### src/rtl/switch_debounce_sync.sv
// Switch/button conditioner: 2-flop synchronizer plus per-bit stability counter,
// with a registered change strobe and per-bit change mask for the switch PIO.
module switch_debounce_sync #(
  parameter int unsigned      WIDTH           = 17,
  parameter int unsigned      CNT_WIDTH       = 16,
  parameter int unsigned      DEBOUNCE_CYCLES = 50000,
  parameter logic [WIDTH-1:0] RESET_VALUE     = '0
) (
  input  logic             clk,
  input  logic             reset_n,
  input  logic [WIDTH-1:0] sw_raw,
  input  logic             enable,
  output logic [WIDTH-1:0] sw_debounced,
  output logic             change_pulse,
  output logic [WIDTH-1:0] change_mask
);

  localparam logic [CNT_WIDTH-1:0] CNT_MAX = CNT_WIDTH'(DEBOUNCE_CYCLES - 1);

  logic [WIDTH-1:0] sync1;
  logic [WIDTH-1:0] sync2;
  logic [WIDTH-1:0] update;

  always_ff @(posedge clk or negedge reset_n) begin
    if (!reset_n) begin
      sync1 <= RESET_VALUE;
      sync2 <= RESET_VALUE;
    end else begin
      sync1 <= sw_raw;
      sync2 <= sync1;
    end
  end

  for (genvar i = 0; i < WIDTH; i++) begin : g_bit
    logic [CNT_WIDTH-1:0] cnt;
    logic [CNT_WIDTH-1:0] cnt_next;
    logic                 upd;

    always_comb begin
      cnt_next = cnt;
      upd      = 1'b0;
      if (enable) begin
        if (sync2[i] == sw_debounced[i]) begin
          cnt_next = '0;
        end else if (cnt == CNT_MAX) begin
          cnt_next = '0;
          upd      = 1'b1;
        end else begin
          cnt_next = cnt + CNT_WIDTH'(1);
        end
      end
    end

    always_ff @(posedge clk or negedge reset_n) begin
      if (!reset_n) begin
        cnt <= '0;
      end else begin
        cnt <= cnt_next;
      end
    end

    assign update[i] = upd;
  end

  // An accepted bit always differs from its current level, so the update is a toggle.
  always_ff @(posedge clk or negedge reset_n) begin
    if (!reset_n) begin
      sw_debounced <= RESET_VALUE;
      change_pulse <= 1'b0;
      change_mask  <= '0;
    end else begin
      sw_debounced <= sw_debounced ^ update;
      change_pulse <= |update;
      change_mask  <= update;
    end
  end

endmodule

### config.mk
export PLATFORM = sky130hd
export DESIGN_NAME = switch_debounce_sync
export DESIGN_NICKNAME = d
export VERILOG_FILES = /design/src/rtl/switch_debounce_sync.sv
export SDC_FILE = /design/constraint.sdc
export NUM_CORES = 1
export LEC_CHECK = 0
export CORE_MARGIN = 2
export CORE_UTILIZATION = 33
export DETAILED_ROUTE_END_ITERATION = 16
export PLACE_DENSITY = 0.49
export SYNTH_ARGS = -nofsm -noshare
export SYNTH_HDL_FRONTEND = slang
export SYNTH_SLANG_ARGS = --single-unit
### constraint.sdc
create_clock -name clk -period 2 [get_ports clk]
set_input_delay 0.4 -clock clk [delete_from_list [all_inputs] [get_ports clk]]
set_output_delay 0.4 -clock clk [all_outputs]
set_load 0.02 [all_outputs]
Word-level counts from Yosys, hierarchy flattened --
Cells that the tools add are included.
Cells by class: reduce and logical (&&, ||, !) cells 1, multipliers 0, muxes and demuxes 85, add/subtract/negate cells 17, equal/unequal tests 34, magnitude comparators 0, divide/modulo/power cells 0, shifts and indexed selects 0, bitwise logic cells 1
Operator list (count):
- two-way mux 16 bit | 34
- adder 16 x 1 -> 16 bit, second input constant | 17
- == test 16 bit, second input constant | 17
- two-way mux 1 bit | 51
- == test 1 bit | 17
- OR reduction 17 bit | 1
- XOR 17 bit | 1
Storage, ports and cells: bits in registers 341, logic and storage cells 160, bits in read-only memories 0, memory bits (writable) 0, memories 0, output and inout bits 35, bits in latches 0, input bits 20

Logic depth before layout (Yosys ltp) --
depth after elaboration 5, gate-level depth with buffers 8

Worst setup path before layout --
No wires, ideal clock.
path kind reg-to-reg, start register g_bit[10].cnt[11], end register g_bit[10].cnt[10], data arrival time 1985 ps, path slack -108 ps, buffers on the path 1, cell stages (with the launch flop) 7, required time 1876 ps, clock period less this slack 2108 ps, cells stage by stage dfrtp_1 > or4b_1 > or4_1 > buf_2 > a21oi_4 > a21oi_1 > a211o_1
Between the ends: cells in the longest elaborated chain, start to end 3
RTL lines:
- start: declaration | line 35 | logic [CNT_WIDTH-1:0] cnt;
- start signal: assignment | line 58 | cnt <= cnt_next;
- == test 16 bit | line 45 | end else if (cnt == CNT_MAX) begin
- two-way mux 16 bit | line 45
- two-way mux 16 bit | line 43 | if (sync2[i] == sw_debounced[i]) begin
Every way passes these cells. A chain may end at the register's enable or synchronous reset.

Worst setup path in the final report --
start register g_bit[10].cnt[13], end register g_bit[10].cnt[10]
The elaborated chain is that of the path after synthesis.

==> impl_metrics.ini <==
[detailed_routing]
ant_nets = 0
wl_um = 40400
drt_iter0_drc = 954
wl_per_cell_um = 15.2
via_count = 13400
drt_first_pass_iters = 5
drc = 0
via_per_inst = 5.02

[synth]
ys_warn_count = 0
synth-edff-count = 0
synthFlopType = dfrtp_1
synth_area_um2 = 16800
synth-async-reset-ratio_pct = 100
yosysSeqAreaShare_pct = 50.9
synth_top_area_cell = dfrtp_1
syn_nets = 1735
avgSynthCellArea_um2 = 9.88
synth_seq_cells = 341
synth_top_area_share_pct = 50.9
synthCells = 1698
synthTopCellsByArea = dfrtp_1 51%, xor2_1 4.4%, nor2_1 4.3%, xnor2_1 3.9%, nand2_1 3.4%
yosys.cell_types.count = 67

[setup_path]
slowest_delay_ns = 0.54
r2r_cells = 5
regToRegSetupSlack_ns = 0.009
critPathArrivalTime_ns = 2.44
critPathMaxFanout = 3
cp_num_cells = 5
crit_family = simple AND/OR/NAND/NOR gates
cp-end-kind = flop
crit_type = reg -> reg
crit_path_start_kind = flop
crit_chain = or4b_4 > or4_4 > a21oi_4 > a21oi_2 > a211o_1
cpMaxStageDelayCell = or4b_4
critical_path_required_ns = 2.45
critPathBufInv = 0

[pwr]
powerDensity_nw_per_um2 = 748
ir_worst_vdd_mv = 0.554
p_leak_nw = 9.45

[min_path]
hold_path_depth = 1
hp-class = in -> reg

[sta]
relSlewSlack_pct = 62.1
fin_crit_sh_pct = 99.6
finalHoldViolCount = 0
setup_violations = 0
fin_skew_ns = 0.0276
rsz0062_at_grt = yes
post-route-min-period_ns = 1.99
setup_ws_ns = 0.00854
worst_pin_slew_ns = 0.564
drv_slew = 0
fmax_ghz = 0.502

[global_routing]
overflow = 0
track_usage_pct = 15.6
grt_start_max_net_pins = 80
antenna_found_initial = 0
grt_pass1_wl_um = 68900
grt_pass1_vias = 13700

[clock_network]
cts-root-buf = clkbuf_16
cts.htree.levels = 2
cts_buffers = 41
worstSkewPairLatency_ns = 0.57
cts_tree = built
clk_path_buf_depth = 3
clk_pin_slew_ns = 0.06
cts_sinks = 341

[cells_and_area]
final_layout_size_suffix_gt1_share_pct = 17.4
multi_input_area_um2 = 8120
register_area_um2 = 8530
final_nets = 1998
fillerInstances = 4800
finalNonFillerCells = 2665
antenna_cells = 0
area_delta_synth_final_pct = 27.2

[flow_run]
cap_violations = 0

[placement]
dp.cells = 2584
io_buffers = 54
dp_hpwl_um = 28000
pre_cts_ws_ns = -0.143
gp_congestion = 0.818

[die]
die-area_um2 = 52600
rows = 82
initial_core_util_pct = 33.4
fp.coreArea_um2 = 50200
die_h_um = 229
die-width_um = 229
io_pins = 55

[run_status]
outcome = complete, no violations
[path summary, 6_finish.rpt]
check | end | startpoint
min in group asynchronous | g_bit[7].cnt[10]$_DFFE_PN0P_ | reset_n
max reg2reg | g_bit[10].cnt[10]$_DFFE_PN0P_ | g_bit[10].cnt[13]$_DFFE_PN0P_
min | sync1[10]$_DFF_PN0_ | sw_raw[10]
min reg2reg | sync2[13]$_DFF_PN0_ | sync1[13]$_DFF_PN0_
max in group asynchronous | g_bit[14].cnt[9]$_DFFE_PN0P_ | reset_n
max | g_bit[10].cnt[10]$_DFFE_PN0P_ | g_bit[10].cnt[13]$_DFFE_PN0P_
[logic make-up after synthesis]
kind of cell    synth area share, %
compound gates                 10.5
xor+xnor                       8.25
fa+ha+maj                      1.27
buf+inv                        2.01
flops                          50.9
mux                            1.57
simple gates                   25.5
[registers in the layout, summed over array words and instances (netlist names)]
name / count
sync1: 17
change_pulse: 1
sync2: 17
g_bit.cnt: 272
change_mask: 17
sw_debounced: 17
[per-layer routing]
metal  wire length [µm]  global-route usage, %  vias to the layer above
met5                  0                      0                        -
met4                725                   4.06                        0
met3               1170                   2.66                       53
met2              18900                   25.7                      141
met1              19700                   21.3                     6537
li1                   -                      -                     6651
[metrics by stage]
step / total power [mW] / util, % / area, µm² / hold WS, ns / TNS [ns]
after floorplan: 7.80 / - / 16800 / 0.104 / -0.0429
after global placement: 8.34 / 39.2 / 19600 / 0.305 / -0.307
after detailed placement: 8.36 / 39.2 / 19600 / 0.304 / -1.05
after CTS: 16.2 / 42.1 / 21100 / 0.233 / -0.0851
after global routing: 16.7 / 42.5 / 21300 / 0.248 / -0.255
final: 16.0 / 42.5 / 21300 / 0.269 / 0
[cells in the final DEF (no fill, tap or decap), types with 7 or more instances in the layout]
cell / synthesis / routed
nor3_1: 57 / 56
buf_12: 0 / 10
mux2i_1: 15 / 15
clkdlybuf4s50_1: 0 / 33
a21o_1: 9 / 9
and3_1: 57 / 57
or2_1: 9 / 7
nand2_1: 153 / 150
clkinv_2: 0 / 8
and4_1: 11 / 10
nand4_1: 52 / 52
xnor2_1: 74 / 74
dfrtp_1: 341 / 340
nand4b_1: 18 / 18
a21oi_1: 29 / 27
nand2b_1: 19 / 19
inv_1: 34 / 34
nor2_1: 190 / 187
ha_1: 17 / 16
clkbuf_8: 0 / 11
o41ai_1: 10 / 8
and2_1: 12 / 12
dlygate4sd2_1: 0 / 18
o21ai_1: 67 / 67
nor3b_1: 17 / 16
o21ai_0: 57 / 57
or4_1: 10 / 7
nor4_2: 4 / 7
or3_1: 18 / 17
o2bb2ai_1: 27 / 26
o31ai_1: 33 / 33
clkbuf_1: 35 / 8
nand4bb_1: 10 / 10
xor2_1: 84 / 84
clkbuf_16: 0 / 42
buf_4: 0 / 203
nand3_1: 90 / 90
nor4_1: 27 / 23
[power breakdown]
| part | switching, mW | internal [mW] | total [mW] |
|---|---|---|---|
| sequential | 0.149 | 7.07 | 7.22 |
| combinational | 0.599 | 0.428 | 1.03 |
| clock | 2.93 | 4.78 | 7.70 |
[area by class of cell]
| class | count | share of cell area (%) |
|---|---|---|
| Sequential cell | 341 | 40.0 |
| Multi-Input combinational cell | 1271 | 38.1 |
| Timing Repair Buffer | 270 | 10.7 |
| Clock buffer | 61 | 5.78 |
| Tap cell | 672 | 3.94 |
| Clock inverter | 14 | 0.863 |
| Inverter | 36 | 0.646 |
[synth_stat cells (17+ instances only)]
master	n
nand3_1	90
o31ai_1	33
clkbuf_1	35
o21ai_1	67
nor3_1	57
o2bb2ai_1	27
xnor2_1	74
xor2_1	84
or3_1	18
dfrtp_1	341
ha_1	17
nand2_1	153
nor2_1	190
inv_1	34
o21ai_0	57
nand4_1	52
nor3b_1	17
nor4_1	27
nand2b_1	19
and3_1	57
nand4b_1	18
a21oi_1	29
[repair_timing]
item	in CTS	in global routing
setup endpoints to repair	64	84
resized for setup	34	32
gates cloned	1	1
hold endpoints to repair	25	0
setup buffers	1	5
pin swaps	6	11
hold buffers	1	0
Power figures use the tool's default switching activity.
==> variant, RTL diff (same settings) <==
Make the reset (`reset_n`) synchronous in 3 clocked blocks.
--- a/src/rtl/switch_debounce_sync.sv
+++ b/src/rtl/switch_debounce_sync.sv
@@ -23,3 +23,3 @@
 
-  always_ff @(posedge clk or negedge reset_n) begin
+  always_ff @(posedge clk) begin
     if (!reset_n) begin
@@ -53,3 +53,3 @@
 
-    always_ff @(posedge clk or negedge reset_n) begin
+    always_ff @(posedge clk) begin
       if (!reset_n) begin
@@ -65,3 +65,3 @@
   // An accepted bit always differs from its current level, so the update is a toggle.
-  always_ff @(posedge clk or negedge reset_n) begin
+  always_ff @(posedge clk) begin
     if (!reset_n) begin
Function: same outputs for any inputs over 4 cycles, from zero or initial values and one cycle with reset_n low; that may be too few to reach the edited logic, so the function may still have changed.
==> variant against the unedited design <==
Setup slack improved by 23 ps. Routed wire length decreased by 14%. Sequential cell count unchanged. Area after synthesis decreased by 10%. Critical path type unchanged. Via count decreased by 6.3%. Hold slack improved by 58 ps. Synthesized cell count increased by 3.8%. Power decreased by 8.2%. Final area decreased by 8.8%. Global-route usage decreased by 0.73 points.
==> variant: results (changes against the unedited design) <==
status: finished, final reports clean
# DRC: 0 (unchanged)
post-detailed-routing wire length: 34.86 mm (-14%)
Slew HR: 0.6745 (+0.05383)
Worst VDD drop: 539.1 uV (-2.8%)
leak pwr: 0.007166 uW (-24%)
post-synth cell types: 62 (-7.5%)
Largest Register: g_bit.cnt
initial antenna violation count: 0 (unchanged)
top cells by count, synth: nor2_1 (362), dfxtp_1 (341), nand2_1 (174)
CTS Buf Count: 39 (-4.9%)
global-route wire length before repair: 59.07 mm (-14%)
synth top area cells: dfxtp_1 (45%), nor2_1 (9.0%), xnor2_1 (7.0%), xor2_1 (5.8%), nand2_1 (4.3%)
critical path data arrival time: 2400 ps (-40 ps)
Worst Skew: 11.82 ps (-15.77 ps)
FFs w/ async S/R, synth: 0 (-1.000)
diode count: 0 (unchanged)
clk slew on worst S/H paths: 60 ps (about the same)
Mapped Nets: 1799 (+3.7%)
clk_lat worst skew: 550 ps (-20 ps)
CTS H-tree lvls: 2 (unchanged)
PortBufs: 54 (unchanged)
First-pass DRT Iterations: 5 (unchanged)
nets: 2074 (+3.8%)
Longest Clk Path Bufs: 3 (unchanged)
GPL Wtd Cong: 0.8005 (-2.2%)
vias in the first global route: 12.18k (-11%)
largest net degree at the start of global routing: 36 (-55%)
GRT Util Overall: 0.1490 (-0.007279)
hold crit path type: in -> reg
layout cells sized above 1: 0.1665 (-0.007604)
number of fill cells: 4460 (-7.1%)
initial DRC count: 609 (-36%)
max reg flops: 272 (unchanged)
crit-path max FO: 8 (+5)
Synth Warn #: 0 (unchanged)
Detail Placement HPWL: 24.20 mm (-14%)
sequential area share after synthesis: 0.4546 (-0.05433)
Via density: 4.703 (-6.3%)
Clock Tree Root: clkbuf_16
## variant: repair_timing
action                                  4_1_cts  5_1_grt
pin swaps                                     4       20
endpoints found under the setup margin       40      106
resized for setup                            18       37
endpoints found under the hold margin         0        0
buffers inserted                              0        6
gates cloned                                  0        1
## variant: cell type report
type                    instances  share of cell area
inverters                      31            0.005985
flip-flops and latches        341              0.3513
clock inverters                11            0.007273
clock buffers                  59             0.05921
well taps                     600             0.03862
repair buffers                285              0.1260
multi-input cells            1339              0.4116
## variant: worst max-delay path, stage by stage, from the launching register on
cell and delay, ps:
dfxtp_2 310, or4_4 550, nor4_4 310, buf_4 170, a41oi_4 130, o21ai_4 180
buf_6 150, a21oi_1 40
## variant: power by group
part           total [uW]  switching [uW]  internal, uW
Sequential           6860            25.1          6840
Combinational         561             315           247
Clock                7220            2860          4360
## variant: layer usage
layer | vias to the layer above | GRT usage | wire, microns
li1 | 6568 | - | -
met2 | 180 | 0.2379 | 15380
met1 | 5728 | 0.2008 | 17210
met5 | - | 0 | 0
met3 | 62 | 0.02683 | 1333
met4 | 0 | 0.05457 | 935
## variant: final timing paths
check | from | end | slack [ps] | cells past startpoint
max | g_bit[15].cnt[10] | g_bit[15].cnt[8] | 30 | 7
min | enable | change_mask[8] | 330 | 3
max reg2reg | g_bit[15].cnt[10] | g_bit[15].cnt[8] | 30 | 7
min reg2reg | sync1[7] | sync2[7] | 430 | 1
## variant: kinds of logic (layout without fill, tap and decap cells)
kind of cell             Yosys count  after routing  share of synthesized area
AO/OA/AOI/OAI                    156            156                    0.06374
AND/OR/NAND/NOR                  936            937                     0.3093
multiplexers                       9              9                   0.005999
buffers and inverters             83            386                    0.02399
flip-flops                       341            341                     0.4546
XOR/XNOR                         220            220                     0.1283
adder cells (fa/ha/maj)           17             17                    0.01416
## variant: metrics by stage
stage	hold slack, ps	total power [uW]	instance area, sq um	setup slack (ps)	cells
4_1_cts	283.5	14890	19220	2.183	2659
2_1_floorplan	411.9	7283	15020	66.85	1762
3_5_place_dp	419.4	7556	17910	-97.32	2589
5_1_grt	329.8	15250	19440	-79.61	2666
3_3_place_gp	415.0	7553	17910	-78.46	2589
6_report	327.6	14650	19440	31.57	2666
